File: config.mk
export PLATFORM = sky130hd
export DESIGN_NAME = demux1_2_buf
export DESIGN_NICKNAME = d
export VERILOG_FILES = /design/src/rtl/demux1_2_buf.sv
export SDC_FILE = /design/constraint.sdc
export NUM_CORES = 1
export LEC_CHECK = 0
export CELL_PAD_IN_SITES_DETAIL_PLACEMENT = 2
export CELL_PAD_IN_SITES_GLOBAL_PLACEMENT = 2
export CORE_MARGIN = 4
export CORE_UTILIZATION = 37
export DETAILED_ROUTE_END_ITERATION = 16
export PLACE_DENSITY = 0.84
export SLEW_MARGIN = 0
export SYNTH_ARGS = -nofsm -noshare
export SYNTH_HDL_FRONTEND = slang
export SYNTH_SLANG_ARGS = --single-unit
File: constraint.sdc
create_clock -name clk -period 10.9 [get_ports clk]
set_clock_uncertainty 0.05 [all_clocks]
set_input_delay 2.18 -clock clk [delete_from_list [all_inputs] [get_ports clk]]
set_output_delay 2.18 -clock clk [all_outputs]
set_load 0.02 [all_outputs]
File: src/rtl/demux1_2_buf.sv
// demux1_2_buf: routes one input stream into two independent 2-entry output queues.
// Latency: 1 cycle from input acceptance to out*_valid; no same-cycle bypass.
// Backpressure: in_ready drops only when the selected queue is full; the other queue keeps flowing.
//
// Ports:
//   clk, reset                 - clock (rising edge), asynchronous active-high reset
//   in_data/in_valid/in_sel    - producer word, offer strobe, destination select (0/1)
//   in_ready                   - selected queue has room (registered counts only)
//   out0_*/out1_*              - per-queue head word, valid, consumer ready, occupancy (0..2)

// Generic 2-entry FIFO: push and pop are requests, ignored when full / empty.
// Ports: push/wdata write side, pop read side, head = oldest word, count = occupancy.
module demux1_2_buf_fifo #(
  parameter int N = 32
) (
  input  logic         clk,
  input  logic         reset,
  input  logic         push,
  input  logic [N-1:0] wdata,
  input  logic         pop,
  output logic [N-1:0] head,
  output logic [1:0]   count
);

  logic [N-1:0] mem [2];
  logic         wr_ptr;
  logic         rd_ptr;
  logic         do_push;
  logic         do_pop;

  // A full FIFO refuses the push even if it pops in the same cycle.
  assign do_push = push && (count != 2'd2);
  assign do_pop  = pop && (count != 2'd0);

  always_ff @(posedge clk or posedge reset) begin
    if (reset) begin
      mem[0] <= '0;
      mem[1] <= '0;
      wr_ptr <= 1'b0;
      rd_ptr <= 1'b0;
      count  <= 2'd0;
    end else begin
      if (do_push) begin
        mem[wr_ptr] <= wdata;
        wr_ptr      <= ~wr_ptr;
      end
      if (do_pop) begin
        rd_ptr <= ~rd_ptr;
      end
      case ({do_push, do_pop})
        2'b10:   count <= count + 2'd1;
        2'b01:   count <= count - 2'd1;
        default: count <= count;
      endcase
    end
  end

  // Head comes from storage only, so there is no path from wdata to head.
  assign head = mem[rd_ptr];

endmodule

module demux1_2_buf #(
  parameter int N = 32
) (
  input  logic         clk,
  input  logic         reset,
  input  logic [N-1:0] in_data,
  input  logic         in_valid,
  input  logic         in_sel,
  output logic         in_ready,
  output logic [N-1:0] out0_data,
  output logic         out0_valid,
  input  logic         out0_ready,
  output logic [1:0]   out0_count,
  output logic [N-1:0] out1_data,
  output logic         out1_valid,
  input  logic         out1_ready,
  output logic [1:0]   out1_count
);

  logic push0;
  logic push1;

  // Readiness looks only at the selected queue's registered count, never at out*_ready.
  assign in_ready = in_sel ? (out1_count != 2'd2) : (out0_count != 2'd2);

  assign push0 = in_valid && in_ready && !in_sel;
  assign push1 = in_valid && in_ready && in_sel;

  demux1_2_buf_fifo #(.N(N)) u_q0 (
    .clk   (clk),
    .reset (reset),
    .push  (push0),
    .wdata (in_data),
    .pop   (out0_ready),
    .head  (out0_data),
    .count (out0_count)
  );

  demux1_2_buf_fifo #(.N(N)) u_q1 (
    .clk   (clk),
    .reset (reset),
    .push  (push1),
    .wdata (in_data),
    .pop   (out1_ready),
    .head  (out1_data),
    .count (out1_count)
  );

  assign out0_valid = (out0_count != 2'd0);
  assign out1_valid = (out1_count != 2'd0);

endmodule

==> qor.yml <==
placement:
  portBuffers: 108
  gp_congestion: 0.738
  dp.cells: 690
  dp_hpwl_um: 9710
cts:
  insertion_delay_ns: 0.42
  htree_levels: 4
  numClockSinks: 136
  post_cts_resized: 0
  clockBufferDepth: 2
  numCtsBuffers: 17
  root_buffer: "clkbuf_16"
  clkTransAtPathRegs_ns: 0.06
  cts_setup_buffers: 0
  holdBufCountCts: 0
  cts_tree: "yes"
finish:
  nFillCells: 1481
  seq_area_mm2: 0.00341
  fin_nets: 533
  multiInputGateArea_mm2: 0.00252
  fin_cells: 722
  fin_util_pct: 49.9
  diodes: 0
  areaGrowthSynthToFinish_pct: 31.7
  layout-drive-gt1-share_pct: 45.7
yosys:
  async_flop_share_pct: 100
  yosys-top-cells-area: "dfrtp_1, mux2_2, mux2_4"
  synthFlopType: "dfrtp_1"
  yosysWarningCount: 0
  synth_top_family_by_area: "multiplexers"
  syn_area_mm2: 0.00604
  synth_seq_area_share_pct: 56.4
  avgSynthCellArea_um2: 15.8
  synth_nets: 422
  synth_adder_area_share_pct: 0.415
  synth.top_cell.area_share_pct: 56.4
  muxShareOfSynthArea_pct: 37.7
  synth.distinct_cells: 22
  netlist_top_cells_count: "mux2_2, dfrtp_1, mux2_4"
  syn_inst: 382
  yosysTopAreaCell: "dfrtp_1"
  synth_edf_count: 0
  synth_compound_area_share_pct: 0.0829
  post-synth-top-count-cell: "mux2_2"
  synth_simple_gate_area_share_pct: 1.95
  synth-seq-cells: 136
  synthXorXnorAreaFrac_pct: 1.45
timing:
  hold_viol: 0
  min_period_ns: 5.87
  rsz0062_at_grt: "no"
  hold_slack_ns: 0.443
  slew_headroom_pct: 33.0
  fin_setup_tns_ns: 0
  fin_crit_sh_pct: 53.8
  worst_pin_slew_ns: 1.00
  setup_viol: 0
  final_max_slew_viol_count: 0
  fmax_ghz: 0.170
setup_path:
  cp-end-kind: "output port"
  critPathKind: "in -> out"
  cp-start-kind: "primary input"
  reg2regPathDepth: 4
  arrival_ns: 3.64
  worstPathRequired_ns: 8.67
  crit_path_max_fanout: 6
floorplan:
  std_cell_rows: 46
  die-area_mm2: 0.0184
  chipWidth_um: 136
  die_h_um: 136
  initial_utilization_pct: 37.9
  pin_count: 109
  fp.coreArea_mm2: 0.0159
drt:
  viasPerCell: 4.94
  ant_nets: 0
  drtPass1Iterations: 4
  vias: 3564
  route.detailed.drc: 0
  wl_um: 15100
  wl_per_cell_um: 20.9
  drt_iter0_drc: 93
grt:
  globalRoute.totalOverflow: 0
  grt_usage_pct: 17.6
  grt_max_degree: 81
  antenna_found_initial: 0
  grt_pass1_vias: 4277
  grt_pass1_wl_um: 24300
hold_path:
  min_path_cells: 1
  hp-class: "reg -> reg"
power:
  power.total_w: 0.00291
  powerDensity_mw_per_mm2: 366
  peakVddDrop_uv: 214
  p_leak_nw: 3.40
run:
  drv_cap: 0
status:
  status: "completed"
## registers in the layout, indices dropped and copies added (netlist names)
name / cells
u_q1.wr_ptr: 1
u_q1.count: 2
u_q1.rd_ptr: 1
u_q0.mem: 64
u_q0.wr_ptr: 1
u_q0.count: 2
u_q0.rd_ptr: 1
u_q1.mem: 64
## layer usage
metal	global-route usage, %	share of wire (%)
met5	0	0
met4	5.60	1.1
met3	5.20	3.7
met2	31.6	55
met1	20.1	40
## power breakdown
part	switching, W	internal (W)	total, W
clock	0.000208	0.000394	0.000602
combinational	0.000565	0.000775	0.00134
sequential	0.000204	0.000765	0.000969
## critical path, cell delays in order
cell and delay (ns):
clkdlybuf4s50_1 0.57, nor2_1 0.07, a21oi_1 0.18, clkdlybuf4s50_1 0.64
## final timing paths
check | from | endpoint | slack (ns)
setup / recovery | in_sel | in_ready | 5.03
hold / removal | u_q0.mem[56] | u_q0.mem[56] | 0.44
setup reg to reg | u_q0.count[0] | u_q0.mem[17] | 8.62
hold reg to reg | u_q0.mem[56] | u_q0.mem[56] | 0.44
max in group asynchronous | reset | u_q0.mem[49] | 7.23
min in group asynchronous | reset | u_q1.mem[18] | 2.15
## cell families (layout without fill, tap and decap cells)
kind of cell	Yosys count	after routing
compound gates	1	1
xor+xnor	10	10
fa+ha+maj	2	2
buf+inv	22	146
flops	136	136
mux	192	192
simple gates	19	19
## layout by cell type (no fill, tap or decap), types with 2 or more instances in the layout
cell type,n
and2_1,2
buf_4,5
bufinv_16,3
clkbuf_16,17
clkbuf_8,6
clkdlybuf4s50_1,108
clkinv_2,5
dfrtp_1,134
dfrtp_2,2
ha_1,2
mux2_1,5
mux2_2,157
mux2_4,30
nand2b_1,4
nor2_1,3
nor2b_1,2
nor3_4,2
or2_2,2
xnor2_1,6
xor2_1,4
## cell type report
class                      count  area share, %
clock buffer                  24           6.43
clock inverter                 8           1.45
inverter                       1          0.110
multi-input combinational    224           31.7
sequential                   136           42.8
tap                          216           3.40
timing repair buffer         113           14.1
## stage by stage
step,instance area [um^2],setup slack (ns)
floorplan,6040,5.03
global placement,7330,5.13
detailed placement,7330,5.06
CTS,7950,5.05
global route,7950,4.94
finish,7950,5.03
Power figures use the tool's default switching activity.
